<file path="src/rtl/mem_wb_stage.sv">
// mem_wb_stage: combined MEM and WB pipeline stage for a 32-bit RV core.
//   Memory ops (loads/stores) run through a 3-state FSM: IDLE, ACCESS, DONE.
//   Non-memory instructions pass straight to the WB register with 1-cycle latency.
// Ports:
//   clk, rst              clock, synchronous active-high reset
//   valid_in .. rd_addr_in  EX/MEM register contents
//   dmem_*                data memory request/response handshake
//   stall_out             holds the upstream pipeline while a memory op is in flight
//   wb_*                  registered register-file write port
//   mem_exc               one-cycle pulse after a misaligned or illegal-size access

// Per-byte-lane store steering: byte enable and the byte placed on this lane.
//   size    : funct3[1:0] (00 byte, 01 half, 10 word)
//   addr_lo : address bits [1:0]
//   wdata   : unshifted store data
module mem_wb_lane #(
  parameter int LANE      = 0,
  parameter int NUM_LANES = 4,
  parameter int VEC_W     = 8
) (
  input  logic [1:0]                 size,
  input  logic [1:0]                 addr_lo,
  input  logic [NUM_LANES*VEC_W-1:0] wdata,
  output logic                       be,
  output logic [VEC_W-1:0]           wbyte
);
  localparam logic [1:0] LANE_IDX = 2'(LANE);

  always_comb begin
    be    = 1'b0;
    wbyte = '0;
    case (size)
      2'b00: begin
        be    = (addr_lo == LANE_IDX);
        wbyte = wdata[VEC_W-1:0];
      end
      2'b01: begin
        // halfword pair selected by addr[1]; low/high byte by lane parity
        be    = (addr_lo[1] == LANE_IDX[1]);
        wbyte = wdata[VEC_W*(LANE%2) +: VEC_W];
      end
      2'b10: begin
        be    = 1'b1;
        wbyte = wdata[VEC_W*LANE +: VEC_W];
      end
      default: begin
        be    = 1'b0;
        wbyte = '0;
      end
    endcase
  end
endmodule

module mem_wb_stage (
  input  logic        clk,
  input  logic        rst,
  input  logic        valid_in,
  input  logic        reg_write_en_in,
  input  logic        MemtoReg_in,
  input  logic        MemRead_in,
  input  logic        MemWrite_in,
  input  logic [2:0]  funct3_in,
  input  logic [31:0] alu_result_in,
  input  logic [31:0] rs2_data_in,
  input  logic [4:0]  rd_addr_in,
  output logic        dmem_req,
  output logic        dmem_we,
  output logic [31:0] dmem_addr,
  output logic [31:0] dmem_wdata,
  output logic [3:0]  dmem_be,
  input  logic [31:0] dmem_rdata,
  input  logic        dmem_ack,
  output logic        stall_out,
  output logic        wb_reg_write_en,
  output logic [4:0]  wb_rd_addr,
  output logic [31:0] wb_rd_data,
  output logic        mem_exc
);
  localparam int NUM_LANES = 4;
  localparam int VEC_W     = 8;
  localparam int XLEN      = NUM_LANES * VEC_W;

  typedef enum logic [1:0] {IDLE, ACCESS, DONE} state_t;

  // Memory op captured in IDLE and held stable for the whole access.
  typedef struct packed {
    logic                 reg_write_en;
    logic                 mem_to_reg;
    logic                 we;
    logic [2:0]           funct3;
    logic [4:0]           rd;
    logic [NUM_LANES-1:0] be;
    logic [XLEN-1:0]      addr;   // full ALU result; also the non-MemtoReg write-back value
    logic [XLEN-1:0]      wdata;
  } mem_req_t;

  typedef struct packed {
    logic            en;
    logic [4:0]      rd;
    logic [XLEN-1:0] data;
  } wb_t;

  state_t   state_q, state_d;
  mem_req_t lat_q, new_req;
  wb_t      wb_q, wb_d;
  logic [XLEN-1:0] rdata_q;
  logic     lat_load, rdata_load;
  logic     exc_q, exc_d;
  logic     mem_op, legal;

  // ---------------- store lane steering ----------------
  logic [NUM_LANES-1:0][VEC_W-1:0] st_bytes;
  logic [NUM_LANES-1:0]            st_be;

  for (genvar g = 0; g < NUM_LANES; g++) begin : g_lane
    mem_wb_lane #(
      .LANE      (g),
      .NUM_LANES (NUM_LANES),
      .VEC_W     (VEC_W)
    ) u_lane (
      .size    (funct3_in[1:0]),
      .addr_lo (alu_result_in[1:0]),
      .wdata   (rs2_data_in),
      .be      (st_be[g]),
      .wbyte   (st_bytes[g])
    );
  end

  assign mem_op = valid_in & (MemRead_in | MemWrite_in);

  always_comb begin
    legal = 1'b0;
    case (funct3_in)
      3'b000, 3'b100: legal = 1'b1;
      3'b001, 3'b101: legal = ~alu_result_in[0];
      3'b010:         legal = (alu_result_in[1:0] == 2'b00);
      default:        legal = 1'b0;
    endcase
  end

  always_comb begin
    new_req              = '0;
    new_req.reg_write_en = reg_write_en_in;
    new_req.mem_to_reg   = MemtoReg_in;
    new_req.we           = MemWrite_in;
    new_req.funct3       = funct3_in;
    new_req.rd           = rd_addr_in;
    new_req.be           = st_be;
    new_req.addr         = alu_result_in;
    new_req.wdata        = st_bytes;
  end

  // ---------------- load extraction ----------------
  logic [NUM_LANES-1:0][VEC_W-1:0] rd_bytes;
  logic [7:0]      ld_byte;
  logic [15:0]     ld_half;
  logic [XLEN-1:0] ld_data;

  assign rd_bytes = rdata_q;
  assign ld_byte  = rd_bytes[lat_q.addr[1:0]];
  assign ld_half  = lat_q.addr[1] ? rdata_q[31:16] : rdata_q[15:0];

  always_comb begin
    ld_data = rdata_q;
    case (lat_q.funct3)
      3'b000:  ld_data = {{24{ld_byte[7]}}, ld_byte};
      3'b100:  ld_data = {24'd0, ld_byte};
      3'b001:  ld_data = {{16{ld_half[15]}}, ld_half};
      3'b101:  ld_data = {16'd0, ld_half};
      default: ld_data = rdata_q;
    endcase
  end

  // ---------------- FSM next-state / outputs ----------------
  // The WB register defaults to a bubble; only a non-memory instruction in
  // IDLE or a completed access in DONE produces a live write-back.
  always_comb begin
    state_d    = state_q;
    stall_out  = 1'b0;
    lat_load   = 1'b0;
    rdata_load = 1'b0;
    exc_d      = 1'b0;
    wb_d       = '0;
    case (state_q)
      IDLE: begin
        if (mem_op) begin
          if (legal) begin
            stall_out = 1'b1;
            lat_load  = 1'b1;
            state_d   = ACCESS;
          end else begin
            exc_d = 1'b1;
          end
        end else if (valid_in) begin
          wb_d.en   = reg_write_en_in & (rd_addr_in != 5'd0);
          wb_d.rd   = rd_addr_in;
          wb_d.data = alu_result_in;
        end
      end
      ACCESS: begin
        stall_out = 1'b1;
        if (dmem_ack) begin
          rdata_load = 1'b1;
          state_d    = DONE;
        end
      end
      DONE: begin
        // EX/MEM still shows the finished op this cycle; its inputs are ignored.
        wb_d.en   = lat_q.reg_write_en & ~lat_q.we & (lat_q.rd != 5'd0);
        wb_d.rd   = lat_q.rd;
        wb_d.data = lat_q.mem_to_reg ? ld_data : lat_q.addr;
        state_d   = IDLE;
      end
      default: state_d = IDLE;
    endcase
  end

  always_ff @(posedge clk) begin
    if (rst) begin
      state_q <= IDLE;
      lat_q   <= '0;
      rdata_q <= '0;
      wb_q    <= '0;
      exc_q   <= 1'b0;
    end else begin
      state_q <= state_d;
      if (lat_load)   lat_q   <= new_req;
      if (rdata_load) rdata_q <= dmem_rdata;
      wb_q    <= wb_d;
      exc_q   <= exc_d;
    end
  end

  assign dmem_req        = (state_q == ACCESS);
  assign dmem_we         = dmem_req & lat_q.we;
  assign dmem_addr       = {lat_q.addr[31:2], 2'b00};
  assign dmem_wdata      = lat_q.wdata;
  assign dmem_be         = lat_q.be;
  assign wb_reg_write_en = wb_q.en;
  assign wb_rd_addr      = wb_q.rd;
  assign wb_rd_data      = wb_q.data;
  assign mem_exc         = exc_q;
endmodule
</file>
<file path="config.mk">
export PLATFORM = sky130hd
export DESIGN_NAME = mem_wb_stage
export DESIGN_NICKNAME = d
export VERILOG_FILES = /design/src/rtl/mem_wb_stage.sv
export SDC_FILE = /design/constraint.sdc
export NUM_CORES = 1
export LEC_CHECK = 0
export ABC_AREA = 1
export CAP_MARGIN = 25
export CORE_ASPECT_RATIO = 0.7
export CORE_MARGIN = 2
export CORE_UTILIZATION = 25
export DETAILED_ROUTE_END_ITERATION = 7
export PLACE_DENSITY = 0.54
export SLEW_MARGIN = 10
export SYNTH_ARGS = -nofsm -noshare
export SYNTH_HDL_FRONTEND = slang
export SYNTH_HIERARCHICAL = 1
export SYNTH_SLANG_ARGS = --single-unit
</file>
<file path="constraint.sdc">
create_clock -name clk -period 4.3 [get_ports clk]
set_input_delay 1.29 -clock clk [delete_from_list [all_inputs] [get_ports clk]]
set_output_delay 1.29 -clock clk [all_outputs]
set_load 0.005 [all_outputs]
</file>
==> results of run 1 <==
==> worst max-delay path, stage by stage <==
cell             delay [ns]
clkdlybuf4s50_1        0.44
o31ai_1                0.22
and2_1                 0.21
nand2_2                0.11
nand2_1                0.08
clkdlybuf4s50_1        0.50
==> metrics by stage <==
step           cells  area [sq um]
2_1_floorplan   1105          7660
3_3_place_gp    1620          9610
3_5_place_dp    1620          9610
4_1_cts         1651         10200
5_1_grt         1651         10200
6_report        1651         10200
==> synth_stat cells, drive strengths merged <==
library cell,count,area [sq um]
nor3,3,15.0
buf,94,733
clkinv,1,8.76
nand2,214,866
o211ai,3,22.5
dfxtp,152,3040
nand3,51,268
o21bai,5,37.5
o31ai,1,7.51
nand4,2,12.5
o21ai,133,669
ha,4,50.1
nor2,233,942
nor4,1,6.26
and2,2,12.5
inv,71,274
a22oi,8,60.1
conb,1,3.75
clkbuf,38,143
a21oi,87,480
==> cell families after synthesis <==
| group | share of synthesized area, % |
|---|---|
| buffers and inverters | 15.1 |
| AND/OR/NAND/NOR | 27.7 |
| flip-flops | 39.8 |
| other | 0.0490 |
| adder cells (fa/ha/maj) | 0.654 |
| AO/OA/AOI/OAI | 16.7 |
==> flip-flops by register name, indices dropped and copies added (netlist names) <==
signal	cells
dmem_wdata	32
rd_bytes	32
wb_rd_data	32
dmem_addr	30
lat_q	13
wb_rd_addr	5
dmem_be	4
state_q	2
mem_exc	1
wb_reg_write_en	1
==> layout make-up <==
cell class	instances	share of cell area, %
clock buffer	21	4.70
inverter	72	2.76
sequential	152	29.8
multi-input combinational	749	33.8
tap	412	5.04
timing repair buffer	235	22.6
clock inverter	10	1.38
==> power by group through the flow <==
stage | clock network (W) | logic (W) | registers [W]
after floorplan | 0 | 0.000376 | 0.00154
after global placement | 0 | 0.000642 | 0.00155
after detailed placement | 0 | 0.000643 | 0.00155
after CTS | 0.00166 | 0.000646 | 0.00152
after global routing | 0.00172 | 0.000711 | 0.00153
final | 0.00162 | 0.000640 | 0.00152
==> worst max-delay path by stage <==
stage / from / endpoint / depth (start not counted) / slack [ns]
after floorplan: alu_result_in[1] / stall_out / 5 / 0.96
after global placement: funct3_in[2] / stall_out / 6 / 0.14
after detailed placement: funct3_in[2] / stall_out / 6 / 0.16
after CTS: funct3_in[2] / stall_out / 6 / 0.14
after global routing: funct3_in[2] / stall_out / 6 / 0.07
final: funct3_in[2] / stall_out / 6 / 0.16
==> layer usage <==
metal / vias up / global-route usage (%) / part of all wire [%]
met1: 3347 / 25.9 / 52
met2: 238 / 23.6 / 40
met5: - / 0 / 0.048
li1: 3699 / - / -
met3: 16 / 5.24 / 7.4
met4: 2 / 3.61 / 0.82
==> impl_metrics.csv, run 1 <==
group,metric,value,unit
outcome,outcome,"finished, final reports clean",
cts,cts_made_buffers,17,
sta,fin_crit,4.14,ns
pwr,p_per_area,369,nW/um^2
synthesis,synth_seq_cells,152,
global_route,globalRouteTotalUtil,17.2,%
global_route,antenna_found_initial,1,
floorplanning,start_util,25.4,%
layout,final_core_utilization,34.0,%
sta,fmax,0.242,GHz
layout,areaGrowthSynthToFinish,33.6,%
drt,via_count,7302,
drt,drc,0,
floorplanning,dieArea,32100,sq um
cts,clockBufferDepth,2,
sta,finalHoldViolCount,0,
layout,final_common_cell,"nor2_1",
worst_hold_path,hold_start,"rd_bytes[6]",
sta,finClkSkew,0.00832,ns
drt,routed_wl,27200,um
worst_hold_path,hold_depth,2,
layout,antenna_cells,0,
placed_design,place_congestion,0.852,
cts,cts_hold_buffers,0,
pwr,ir_drop,0.263,mV
setup_path,worstRegToRegCells,9,
sta,max_slew.worst_pin.slew,0.940,ns
drt,ant_nets,0,
floorplanning,core-area,30100,sq um
pwr,leakage,3.85,nW
cts,cts_tree,"yes",
layout,mostFrequentLayoutCells,"nor2_1, clkdlybuf4s50_1, nand2_1, dfxtp_1, o21ai_0",
pwr,internal_power,0.00275,W
layout,regArea,3040,sq um
global_route,grt_max_degree,91,
pwr,pwr-share-seq,40.3,%
drt,drt-wirelength-per-cell,16.4,um
floorplanning,io_pins,222,
pwr,p_switching,0.00103,W
placed_design,dp_worst_setup_slack,0.160,ns
sta,whs,0.456,ns
floorplanning,row_count,53,
setup_path,cp.arrival,2.85,ns
drt,firstDrtPassIters,5,
sta,final_max_slew_viol_count,0,
layout,fillers,3295,
cts,cts.sinks,152,
synthesis,syn-mean-instance-area,6.93,sq um
cts,clkTransAtPathRegs,0.06,ns
setup_path,rrSetupSlack,1.97,ns
sta,setup_viol,0,
pwr,clkPwrFrac,42.8,%
synthesis,yosys_warnings,6,
sta,timing.final.crit_share,96.3,%
worst_hold_path,min_path_type,"flop to flop",
layout,multi_input_area,3460,sq um
setup_path,reg2reg_to,"dmem_addr[9]",
global_route,grt_pass1_wl,41000,um
synthesis,seq_area_frac_synth,39.8,%
cts,h-tree-depth,4,
synthesis,synthDistinctLibCells,36,
synthesis,synth_area,7650,sq um
placed_design,port_buffers,219,
job,maxCapViolCount,0,
drt,drt_iter0_markers,392,
floorplanning,die_x,213,um
sta,worst_slack,0.160,ns
pwr,p_sw_share,27.3,%
pwr,power.total,0.00378,W
cts,insertion_delay,0.45,ns
pwr,pwr-share-comb,16.9,%
cts,ctsResizeCount,0,
layout,final_nets,1343,
layout,drive_above_1_share,8.23,%
setup_path,critPathLaunchType,"input port",
placed_design,place_hpwl,19200,um
setup_path,crit_type,"input port to primary output",
cts,cts-root-buf,"clkbuf_16",
floorplanning,die_h,150,um
synthesis,postSynthCellCount,1104,
setup_path,critPathRequiredTime,3.01,ns
global_route,grt_overflow,0,
cts,post_cts_buffers,0,
sta,setup_tns,0,ns
setup_path,r2r_start,"state_q[1]",
worst_hold_path,worstHoldEndpoint,"rd_bytes[6]",
setup_path,crit_fanout,2,
global_route,grt_pass1_vias,6864,
drt,via_per_inst,4.42,
sta,slew_headroom,37.1,%
setup_path,endpoint_kind,"primary output",
sta,rsz0062_at_grt,"false",
Note: power is estimated with default switching activity, not from simulation.
==> inputs of run 2 (changes only) <==
Settings changed: ABC_CLOCK_PERIOD_IN_PS set to 4300, CAP_MARGIN 25 to 10, TNS_END_PERCENT set to 100.
==> results of run 2 <==
No change in the layout: final DEF, timing and power equal those of run 1.
==> RTL edit 1 (flow settings as in run 2) <==
The 3 states of `state_t` get a one-hot encoding in 3 bits.
--- a/src/rtl/mem_wb_stage.sv
+++ b/src/rtl/mem_wb_stage.sv
@@ -82,3 +82,3 @@
 
-  typedef enum logic [1:0] {IDLE, ACCESS, DONE} state_t;
+  typedef enum logic [2:0] {IDLE = 3'b001, ACCESS = 3'b010, DONE = 3'b100} state_t;
 
Behaviour: no difference found for any inputs over 4 cycles, from zero or initial values and one cycle with rst high; so few cycles prove little.
==> RTL edit 1 against run 2 <==
Via count rose by 2.2%. Register-to-register slack improved by 110 ps. Setup slack improved by 43 ps. Sequential cell count grew 1. Routed wire length is 3.3% higher. Combinational power down 7.7%. Cell area hardly changed. Cell count rose by 0.73%. Critical path depth is 2 higher. Largest power group unchanged. Area after synthesis is 0.44% lower. Power fell by 1.1%.
==> RTL edit 1: results <==
export IMPL_n_all_buffers=236
export IMPL_timing_final_crit_period_ps=4100
export IMPL_num_fill_cells=3203
export IMPL_non_clock_buffer_area_share=0.228
export IMPL_totalWireLength_mm=28.0
export IMPL_worst_hold_slack_ps=454
export IMPL_met1_usage=0.260
export IMPL_clk_pin_slew_ps=60
export IMPL_worst_slew_pin_slew_ps=941
export IMPL_irDropWorstVdd_mv=0.218
export IMPL_initial_antenna_violation_count=5
export IMPL_p_per_area_nw_per_um2=365
export IMPL_power_frac_clock=0.436
export IMPL_synthAdderAreaFrac=0.00657
export IMPL_clock_skew_final_ps=12.0
export IMPL_globalRouteMet2Util=0.231
export IMPL_dr_wl_met3_mm=2.42
export IMPL_fin_nets=1351
export IMPL_worst_endpoint_arrival_ps=2810
export IMPL_dpl_hpwl_mm=20.2
export IMPL_routed_via_count_divided_by_cell_count=4.49
export IMPL_global_route_wire_length_before_repair_mm=41.4
export IMPL_grt_max_degree=93
export IMPL_seq_power_share=0.406
export IMPL_timing_reg2reg_setup_slack_ps=2080
export IMPL_netlist_top_cells_area="dfxtp_1 (40%), nor2_1 (13%), nand2_1 (11%)"
export IMPL_internal_power_uw=2750
export IMPL_cts_root_buffer="clkbuf_16"
export IMPL_first_global_vias=6890
export IMPL_synth_seq_area_share=0.402
export IMPL_pre_cts_slack_ps=-136
export IMPL_synth_cells=1112
export IMPL_sh_seq_area=0.299
export IMPL_number_of_storage_elements_in_the_synthesis_netlist=153
export IMPL_first_iter_violations=572
export IMPL_synthXorXnorAreaFrac=0
export IMPL_nMultiInputCombCells=764
export IMPL_gp_routability_congestion=0.881
export IMPL_synth_compound_area_frac=0.157
export IMPL_outcome="completed"
export IMPL_inverters_excl_clock=63
export IMPL_met3_routing_resource_usage_after_global_routing=0.0588
export IMPL_drive_gt1_frac=0.0665
export IMPL_insertedDiodeCount=3
export IMPL_multiInputGateArea_um2=3450
export IMPL_clock_tree_area_fraction=0.0605
export IMPL_placed_cells_incl_taps=1628
export IMPL_cts_repair_resized=2
export IMPL_post_drt_wl_per_cell_um=16.9
export IMPL_dr_pass1_iters=7
export IMPL_route_layer_met1_wl_mm=14.5
## RTL edit 1: cell types whose count changed after synthesis, sizes merged, moves of 3 or more
cell,before,now
clkbuf,38,34
nand3,51,39
nor2,233,262
or2,0,5
o211ai,3,6
a21oi,87,70
nor3,3,6
buf,94,99
inv,71,63
nand2,214,217
## RTL edit 1: worst paths after layout
check                               start                         end  cells past startpoint
setup / recovery              MemWrite_in                   stall_out                      8
hold / removal     lat_q[78]$_SDFFE_PP0P_      lat_q[78]$_SDFFE_PP0P_                      2
setup reg to reg  state_q[2]$_SDFFE_PP0P_  dmem_wdata[6]$_SDFFE_PP0P_                      9
hold reg to reg    lat_q[78]$_SDFFE_PP0P_      lat_q[78]$_SDFFE_PP0P_                      2
## RTL edit 1: through the flow
step / TNS (ps) / cell area (um^2)
floorplan: 0 / 7620
global placement: -117 / 9610
detailed placement: -136 / 9610
CTS: 0 / 10200
global route: 0 / 10200
finish: 0 / 10200
==> RTL edit 2 (config.mk and constraints of run 2) <==
Made on the original files. Make the reset (`rst`) asynchronous in one clocked block. Comments in the files are not updated.
--- a/src/rtl/mem_wb_stage.sv
+++ b/src/rtl/mem_wb_stage.sv
@@ -217,3 +217,3 @@
 
-  always_ff @(posedge clk) begin
+  always_ff @(posedge clk or posedge rst) begin
     if (rst) begin
Behaviour: differs if rst is asserted again (counterexample within 4 cycles, from zero or initial values and one cycle with rst high); with rst held inactive, the same outputs for 4 cycles.
==> RTL edit 2 against run 2 <==
Sequential share of layout area increased by 5.3 points. Routed wire length increased by 1.3%. Utilization decreased by 0.21 points. Setup slack improved by 120 ps. Cell count increased by 0.55%. Area after synthesis increased by 6.1%. Synthesized cell count decreased by 2.4%. Largest cell class is now flip-flops and latches. Cell area increased by 6.1%. Sequential cell count unchanged. Register-to-register slack got worse by 80 ps.
Power is not compared: it rests on default switching activity, and its combinational part moved more than twofold at a synthesized area within 25%.
==> RTL edit 2: results <==
export IMPL_inverters_excl_clock=141
export IMPL_postSynthAreaPerCell_um2=7.53
export IMPL_grt_max_degree=95
export IMPL_vias=6993
export IMPL_met1_usage=0.249
export IMPL_dr_pass1_iters=4
export IMPL_max_slew_margin_rel=0.409
export IMPL_outcome="completed"
export IMPL_worst_hold_slack_ps=488
export IMPL_gp_routability_congestion=0.887
export IMPL_synthAdderAreaFrac=0.00616
export IMPL_clock_tree_area_fraction=0.0585
export IMPL_routed_wl_met2_mm=11.1
export IMPL_met3_routing_resource_usage_after_global_routing=0.0505
export IMPL_post_synth_num_cell_types=39
export IMPL_placed_cells_incl_taps=1624
export IMPL_num_fill_cells=3388
export IMPL_layout_area_seq_um2=3800
export IMPL_pre_cts_slack_ps=272
export IMPL_non_clock_buffer_area_share=0.216
export IMPL_ys_top_cells_by_count="nand2_1 (367), dfrtp_1 (152), inv_1 (130), o21ai_0 (99), buf_4 (78)"
export IMPL_worst_endpoint_arrival_ps=2730
export IMPL_first_global_vias=6898
export IMPL_nMultiInputCombCells=668
export IMPL_initial_antenna_violation_count=4
export IMPL_insertedDiodeCount=4
export IMPL_floorplan_die_area_um2=34000
export IMPL_nFlopsAndLatches=152
export IMPL_finalCoreUtilization=0.338
export IMPL_first_iter_violations=575
export IMPL_routed_via_count_divided_by_cell_count=4.21
export IMPL_critical_path_max_fanout=3
export IMPL_multiInputGateArea_um2=2980
export IMPL_clock_skew_final_ps=13.0
export IMPL_dpl_hpwl_mm=20.2
export IMPL_dr_wl_met3_mm=1.67
export IMPL_synth_compound_area_frac=0.111
export IMPL_fin_nets=1332
export IMPL_netlist_top_cells_area="dfrtp_1 (47%), nand2_1 (17%), buf_4 (7.2%)"
export IMPL_global_route_wire_length_before_repair_mm=41.8
export IMPL_asyncSetResetFlopFracSynth=1.00
export IMPL_totalWireLength_mm=27.5
export IMPL_clockBufferCount=20
export IMPL_grt_use_total=0.166
export IMPL_top_signal_layer_used="met4"
export IMPL_drive_gt1_frac=0.0692
export IMPL_postSynth_topFlopCell="dfrtp_1"
## RTL edit 2: cell types whose count changed in the layout (fill, tap and decap cells not counted), moves of 10 or more
cell	change
a21oi_1	-34
a21oi_2	-10
dfrtp_1	+152
dfxtp_1	-151
inv_1	+65
nand2_1	+174
nand2_2	-12
nor2_1	-174
o21ai_0	-30
o21ai_1	+12
## RTL edit 2: path summary, 6_finish.rpt
path | from | endpoint | slack [ps] | depth (start not counted)
max | funct3_in[0] | stall_out | 280 | 7
min | lat_q[78]$_DFFE_PP0P_ | lat_q[78]$_DFFE_PP0P_ | 490 | 2
max reg2reg | state_q[1]$_DFFE_PP0P_ | dmem_be[2]$_DFFE_PP0P_ | 1890 | 5
min reg2reg | lat_q[78]$_DFFE_PP0P_ | lat_q[78]$_DFFE_PP0P_ | 490 | 2
max in group asynchronous | rst | dmem_addr[29]$_DFFE_PP0P_ | 2090 | 3
min in group asynchronous | rst | dmem_addr[2]$_DFFE_PP0P_ | 1330 | 2
